`src/rtl/dda_column_writer.sv`:
```
// Expands one DDA hit record per screen column into SCREEN_HEIGHT framebuffer writes (ceiling, wall, floor); tlast flips the back buffer.
// First write strobe the cycle after accept, one column per SCREEN_HEIGHT+1 cycles; fb_wready low holds the pending write and the row counter.
module dda_column_writer #(
    parameter int         SCREEN_WIDTH  = 320,
    parameter int         SCREEN_HEIGHT = 180,
    parameter logic [7:0] CEIL_CODE     = 8'h00,
    parameter logic [7:0] FLOOR_CODE    = 8'h01,
    localparam int        AW            = $clog2(SCREEN_WIDTH * SCREEN_HEIGHT)
) (
    input  logic          pixel_clk_in,
    input  logic          rst_in,
    input  logic          dda_out_tvalid,
    input  logic [37:0]   dda_out_tdata,
    input  logic          dda_out_tlast,
    output logic          dda_out_tready,
    input  logic          fb_wready,
    output logic          fb_we_out,
    output logic [AW-1:0] fb_addr_out,
    output logic [7:0]    fb_data_out,
    output logic          fb_buf_out,
    output logic          frame_done_out,
    output logic [7:0]    drop_count_out
);

    typedef struct packed {
        logic [8:0]  hcount;
        logic [7:0]  line_height;
        logic        wall_type;
        logic [3:0]  map_data;
        logic [15:0] wall_x;
    } hit_t;

    typedef enum logic [1:0] {IDLE, DRAW, SWAP} state_t;

    localparam logic signed [10:0] MID      = 11'(SCREEN_HEIGHT / 2);
    localparam logic signed [10:0] ROW_MAX  = 11'(SCREEN_HEIGHT - 1);
    localparam logic [AW-1:0]      ROW_STEP = AW'(SCREEN_WIDTH);
    localparam logic [9:0]         COL_LIM  = 10'(SCREEN_WIDTH);
    localparam logic [7:0]         LAST_ROW = 8'(SCREEN_HEIGHT - 1);

    state_t            state, state_next;
    hit_t              rec;
    logic              ready_en;
    logic [7:0]        vcount;
    logic signed [10:0] draw_start, draw_end;
    logic              wall_type_q;
    logic [3:0]        map_data_q;
    logic              tlast_q;

    logic signed [10:0] half, start_raw, end_raw, start_c, end_c;
    logic              accept, in_range, write_taken, last_row;
    logic              unused_wall_x;

    assign rec           = dda_out_tdata;
    assign unused_wall_x = ^rec.wall_x;

    function automatic logic [7:0] pixel_code(input logic [7:0] v,
                                              input logic signed [10:0] s,
                                              input logic signed [10:0] e,
                                              input logic wt,
                                              input logic [3:0] md);
        logic signed [10:0] vs;
        vs = $signed({3'b000, v});
        if (vs < s)
            return CEIL_CODE;
        else if (vs > e)
            return FLOOR_CODE;
        else
            return {3'b001, wt, md};
    endfunction

    // Wall span for the incoming record, clamped to the visible rows.
    always_comb begin
        half      = $signed({3'b000, rec.line_height}) >>> 1;
        start_raw = MID - half;
        end_raw   = MID + half - 11'sd1;
        start_c   = start_raw[10] ? 11'sd0 : start_raw;
        end_c     = (end_raw > ROW_MAX) ? ROW_MAX : end_raw;
    end

    assign accept      = dda_out_tvalid && dda_out_tready;
    assign in_range    = {1'b0, rec.hcount} < COL_LIM;
    assign write_taken = fb_we_out && fb_wready;
    assign last_row    = (vcount == LAST_ROW);

    always_ff @(posedge pixel_clk_in or posedge rst_in) begin
        if (rst_in)
            state <= IDLE;
        else
            state <= state_next;
    end

    always_comb begin
        state_next     = state;
        dda_out_tready = (state == IDLE) && ready_en;
        case (state)
            IDLE: begin
                if (accept) begin
                    if (in_range)
                        state_next = DRAW;
                    else if (dda_out_tlast)
                        state_next = SWAP;
                end
            end
            DRAW: begin
                if (write_taken && last_row)
                    state_next = tlast_q ? SWAP : IDLE;
            end
            SWAP:    state_next = IDLE;
            default: state_next = IDLE;
        endcase
    end

    always_ff @(posedge pixel_clk_in or posedge rst_in) begin
        if (rst_in) begin
            ready_en       <= 1'b0;
            vcount         <= '0;
            draw_start     <= '0;
            draw_end       <= '0;
            wall_type_q    <= 1'b0;
            map_data_q     <= '0;
            tlast_q        <= 1'b0;
            fb_we_out      <= 1'b0;
            fb_addr_out    <= '0;
            fb_data_out    <= '0;
            fb_buf_out     <= 1'b0;
            frame_done_out <= 1'b0;
            drop_count_out <= '0;
        end else begin
            ready_en <= 1'b1;
            // The flip lands on the edge entering SWAP, so the pulse spans the SWAP cycle.
            frame_done_out <= (state_next == SWAP);
            if (state_next == SWAP)
                fb_buf_out <= ~fb_buf_out;

            if (accept) begin
                draw_start  <= start_c;
                draw_end    <= end_c;
                wall_type_q <= rec.wall_type;
                map_data_q  <= rec.map_data;
                tlast_q     <= dda_out_tlast;
                if (in_range) begin
                    vcount      <= '0;
                    fb_we_out   <= 1'b1;
                    fb_addr_out <= AW'(rec.hcount);
                    fb_data_out <= pixel_code(8'd0, start_c, end_c, rec.wall_type, rec.map_data);
                end else if (drop_count_out != 8'hFF) begin
                    drop_count_out <= drop_count_out + 8'd1;
                end
            end

            if (write_taken) begin
                if (last_row) begin
                    fb_we_out <= 1'b0;
                end else begin
                    vcount      <= vcount + 8'd1;
                    fb_addr_out <= fb_addr_out + ROW_STEP;
                    fb_data_out <= pixel_code(vcount + 8'd1, draw_start, draw_end,
                                              wall_type_q, map_data_q);
                end
            end
        end
    end

endmodule

```
`config.mk`:
```
export PLATFORM = sky130hd
export DESIGN_NAME = dda_column_writer
export DESIGN_NICKNAME = d
export VERILOG_FILES = /design/src/rtl/dda_column_writer.sv
export SDC_FILE = /design/constraint.sdc
export NUM_CORES = 1
export LEC_CHECK = 0
export CAP_MARGIN = 15
export CORE_MARGIN = 2
export CORE_UTILIZATION = 55
export CTS_CLUSTER_SIZE = 20
export DETAILED_ROUTE_END_ITERATION = 7
export DONT_BUFFER_PORTS = 1
export PLACE_DENSITY_LB_ADDON = 0.3
export SYNTH_ARGS = -nofsm -noshare
export SYNTH_HDL_FRONTEND = slang
export SYNTH_SLANG_ARGS = --single-unit
```
`constraint.sdc`:
```
create_clock -name pixel_clk_in -period 3.6 [get_ports pixel_clk_in]
set_clock_uncertainty 0.15 [all_clocks]
set_input_delay 0.54 -clock pixel_clk_in [delete_from_list [all_inputs] [get_ports pixel_clk_in]]
set_output_delay 0.54 -clock pixel_clk_in [all_outputs]
set_load 0.02 [all_outputs]
```
# After elaboration in Yosys (flattened, before gate mapping)
# Cells that the tools add are included.
[classes]
add_sub_neg = 6
magnitude_cmp = 6
n_eq_ne = 4
mux = 28
bitwise_logic = 2
reduce_logical = 6
[ops]
columns = ["cell", "n"]
rows = [
  ["$mux 16", 4],
  ["$mux 8", 8],
  ["$mux 6", 4],
  ["$add 16x9->16 const B", 1],
  ["$add 8x1->8 const B", 2],
  ["$gt 1x11->1 const A", 1],
  ["$gt 9x11->1", 1],
  ["$lt 9x11->1", 1],
  ["$mux 11", 1],
  ["$lt 1x10->1 const A", 1],
  ["$mux 10", 1],
  ["$mux 2", 5],
  ["$gt 9x9->1 const B", 1],
  ["$lt 9x9->1 const B", 1],
  ["$sub 8x1->9 const B", 1],
  ["$add 7x7->8 const A", 1],
  ["$eq 8x8->1 const B", 1],
  ["$ne 8x8->1 const B", 1],
  ["$sub 7x7->8 const A", 1],
  ["$logic_and 1x1->1", 4],
  ["$mux 1", 4],
  ["$pmux 2 s2", 1],
  ["$reduce_and 3->1", 1],
  ["$eq 2x1->1 const B", 1],
  ["3 further kinds", 4],
]
[word_totals]
reg_bits = 74
input_bits = 43
out_inout_bits = 36
elab_cells = 66

# Depth between registers and ports, before layout
[logic_depth]
depth_word = 11
ltp_mapped = 10
ltp_nobuf = 10

# Worst setup path after synthesis
# Ideal clock, no wire load.
[synth_timing]
path_type = "register to register"
start = "register vcount[0]"
end = "register fb_data_out[1]"
setup_time_ns = 0.087
t_arrival_ns = 2.316
required_time_ns = 3.363
path_slack_ns = 1.047
stages_incl_launch_ff = 11
n_path_buf = 0
synth_period_minus_slack_ns = 2.553
path_cell_list = "dfrtp_1 > ha_1 > nand3_1 > nor2_1 > xor2_1 > ha_1 > and3_1 > a221oi_1 > o2bb2ai_1 > o21ai_0 > a22oi_1"
[synth_between]
elab_chain_cells = 6
elab_cells_between_ends = 8
classes_between = "1 x add/sub; 2 x order compare; 1 x eq/ne; 4 x mux"
[synth_lines]
columns = ["element", "line_no", "rtl"]
rows = [
  ["start, declared", "44", "logic [7:0] vcount;"],
  ["start signal, assigned", "156", "vcount <= vcount + 8'd1;"],
  ["$add 8x1->8", "158", "fb_data_out <= pixel_code(vcount + 8'd1, draw_start, draw_end,"],
  ["$gt 9x11->1", "66", "else if (vs > e)"],
  ["$mux 6", "66", ""],
  ["$mux 6", "64", "if (vs < s)"],
  ["$mux 8 *", "153", "if (last_row) begin"],
  ["$mux 8 *", "152", "if (write_taken) begin"],
  ["end signal, assigned", "146", "fb_data_out <= pixel_code(8'd0, start_c, end_c, rec.wall_type, rec.map_data);"],
  ["end signal, assigned", "158", ""],
  ["end, declared", "19", "output logic [7:0] fb_data_out,"],
]
# Every way passes the cells marked *; elsewhere a longest branch is shown, timed or not.
# A chain may end at the register's enable or synchronous reset.

# Worst setup path in the final report
[layout_timing]
start = "register vcount[0]"
end = "register fb_data_out[3]"
# Same word-level chain as after synthesis.

==> flow_summary.ini <==
[power_and_ir_drop]
irDropWorstVdd_v = 0.000292
p_per_area_mw_per_mm2 = 380
p_leak_nw = 1.94
fin_total_pwr_mw = 1.50

[die]
core_mm2 = 0.00639
dieHeight_um = 85.3
pin_count = 79
die_area_mm2 = 0.00728
initial_utilization_pct = 57.0
die_width_um = 85.3
rows = 29

[synth]
synth_common_cells = 67 x dfrtp_1, 44 x nand2_1, 32 x o21ai_0
synth_fa_ha_area_share_pct = 6.88
ys_warn_count = 0
postSynth.asyncResetShare_pct = 100
synth_top_area_share_pct = 46.1
synthXorXnorAreaFrac_pct = 5.30
ys_ff_latch = 67
yosysTopAreaCell = dfrtp_1
synth-simple-area-share_pct = 17.5
yosys-top-cells-area = dfrtp_1 46%, ha_1 6.9%, nand2_1 4.5%, o21ai_0 4.4%, xnor2_1 3.1%
yosysMostFrequentCell = dfrtp_1
synth_compound_area_share_pct = 17.2
synth_edf_count = 0
synthesis.instances = 371
syn_area_mm2 = 0.00364
synth_top_family_by_area = simple AND/OR/NAND/NOR gates
avgSynthCellArea_um2 = 9.81
ys_seq_area_share_pct = 46.1
syn-num-nets = 434
synth_flop_cell = dfrtp_1
muxShareOfSynthArea_pct = 2.17
synth_cell_types = 57

[worst_setup_path]
path_max_fanout = 7
path_cells = ha_1 -> nand3_1 -> nor2_1 -> xor2_1 -> ha_1 -> and3_1 -> a221oi_1 -> o2bb2ai_1 -> o21ai_0 -> a22oi_1
cp_num_buf_inv = 0
arrival_ps = 3220
max_stage_delay_ps = 470
crit_path_end_kind = register
r2r_start = vcount[0]
r2r_setup_slack_ps = 490
crit_top_cell = ha_1
start_kind = register
critPathKind = register to register
slowest_stage = dfrtp_1
crit_family = compound AO/OA/AOI/OAI gates
worstPathRequired_ps = 3710
critPathLaunch = vcount[0]

[clock_network]
cts_made_buffers = 9
insertion_delay_ps = 350
clkTransAtPathRegs_ps = 80
cts.path.max_buffers = 2
cts_tree = done
cts.sinks = 67
htree_num_levels = 3
cts.root.buffer_cell = clkbuf_8
cts_setup_buffers = 0

[timing]
finalSetupTns_ps = 0
slew_violations = 0
hold_viol_final = 0
fin_crit_sh_pct = 86.4
finalSetupViolations = 0
max_freq_mhz = 321
rsz0062_at_grt = false
finalWorstSetupSlack_ps = 489
slew_headroom_pct = 46.1
finalCriticalPeriod_ps = 3110
worstMarginPinSlew_ps = 807

[min_path]
holdCritStartpoint = dda_out_tdata[22]
hold_path.class = input pin to register

[place]
io_buffers = 0
dp_hpwl_mm = 5.31
place_congestion = 0.806
dp_slack_ps = 491
placed_cell_area_mm2 = 0.00368

[route]
drt-vias-per-instance = 6.02
via_count = 2731
drt-total-wl_mm = 7.34
drt_iter0_drc = 153
drc = 0
drt_first_pass_iters = 4
wire_per_inst_um = 16.2
final_antenna_net_count = 0

[cells_and_area]
finalNetCount = 435
diodes = 0
stdcell_area_mm2 = 0.00393
synthToLayoutAreaGrowth_pct = 8.01
drive_gt1_share_pct = 7.69
utilization_pct = 61.5

[global_route]
grt_max_degree = 54
gr-max-usage-layer = met2
grtUsageTotal_pct = 21.4
antenna_found_initial = 0
grt_pass1_vias = 2640
overflow = 0
use_met3_pct = 7.78
met2_usage_pct = 31.7
grt_pass1_wl_mm = 12.4
grtUsageMet1_pct = 29.5

[job]
maxCapViolCount = 0

[outcome]
status = finished, final reports clean
-- registers in the layout, summed over array words and instances (netlist names) --
signal and count:
map_data_q 4, tlast_q 1, draw_end 8, state 2, vcount 8, wall_type_q 1, fb_buf_out 1, drop_count_out 8
draw_start 7, fb_we_out 1, ready_en 1, fb_data_out 8, fb_addr_out 16, frame_done_out 1
-- cell type report --
class | instances | area, µm²
Clock buffer | 12 | 145
Multi-Input combinational cell | 268 | 1800
Fill cell | 535 | 2460
Sequential cell | 67 | 1680
Clock inverter | 4 | 73.8
Inverter | 20 | 75.1
Tap cell | 77 | 96.3
Timing Repair Buffer | 6 | 60.1
-- worst register-to-register path, stage by stage, from the launching register on --
cell and delay [ps]:
dfrtp_1 470, ha_1 300, nand3_1 160, nor2_1 140
xor2_1 270, ha_1 310, and3_1 190, a221oi_1 300
o2bb2ai_1 190, o21ai_0 280, a22oi_1 260
-- cell families (layout without fill, tap and decap cells) --
logic type,Yosys count,after routing
and+or+nand+nor,124,124
AOI/OAI and AO/OA,94,94
adders and majority gates,20,20
muxes,7,7
DFF,67,67
other,1,1
buffers and inverters,36,42
xor gates and xnor gates,22,22
-- per-stage QoR --
step | cells | hold slack, ps
final | 454 | 139
after detailed placement | 436 | 315
after CTS | 452 | 125
after floorplan | 371 | 294
after global placement | 436 | 310
after global routing | 454 | 118
-- cell usage in the layout (no fill, tap or decap), drive strengths merged, types with 7 or more instances in the layout --
| master | n |
|---|---|
| a21oi | 11 |
| a22o | 8 |
| a22oi | 9 |
| clkbuf | 12 |
| dfrtp | 67 |
| ha | 20 |
| inv | 20 |
| mux2 | 7 |
| nand2 | 44 |
| nand3 | 17 |
| nor2 | 27 |
| o21ai | 33 |
| xnor2 | 13 |
| xor2 | 9 |
-- where the power goes --
| part | switching (mW) | internal (mW) | total, mW |
|---|---|---|---|
| registers | 0.000413 | 0.753 | 0.753 |
| logic | 0.0351 | 0.0199 | 0.0551 |
| clock network | 0.277 | 0.409 | 0.687 |
-- layer usage --
layer | part of all wire (%) | vias to the layer above
li1 | - | 1331
met5 | 0 | -
met3 | 6.1 | 9
met2 | 45 | 70
met1 | 47 | 1321
met4 | 1.0 | 0
-- final timing paths --
check / endpoint / cells after the start
worst max-delay path: fb_data_out[3] / 10
worst min-delay path: draw_end[0] / 1
worst max register to register: fb_data_out[3] / 10
worst min register to register: map_data_q[3] / 2
max in group asynchronous: draw_start[1] / 3
min in group asynchronous: fb_addr_out[6] / 2
-- timing repair --
action                                 CTS  global route
setup endpoints to repair                0             0
endpoints found under the hold margin    0             9
resized for setup                        0             0
hold buffers                             0             1
(Power assumes the default switching activity.)
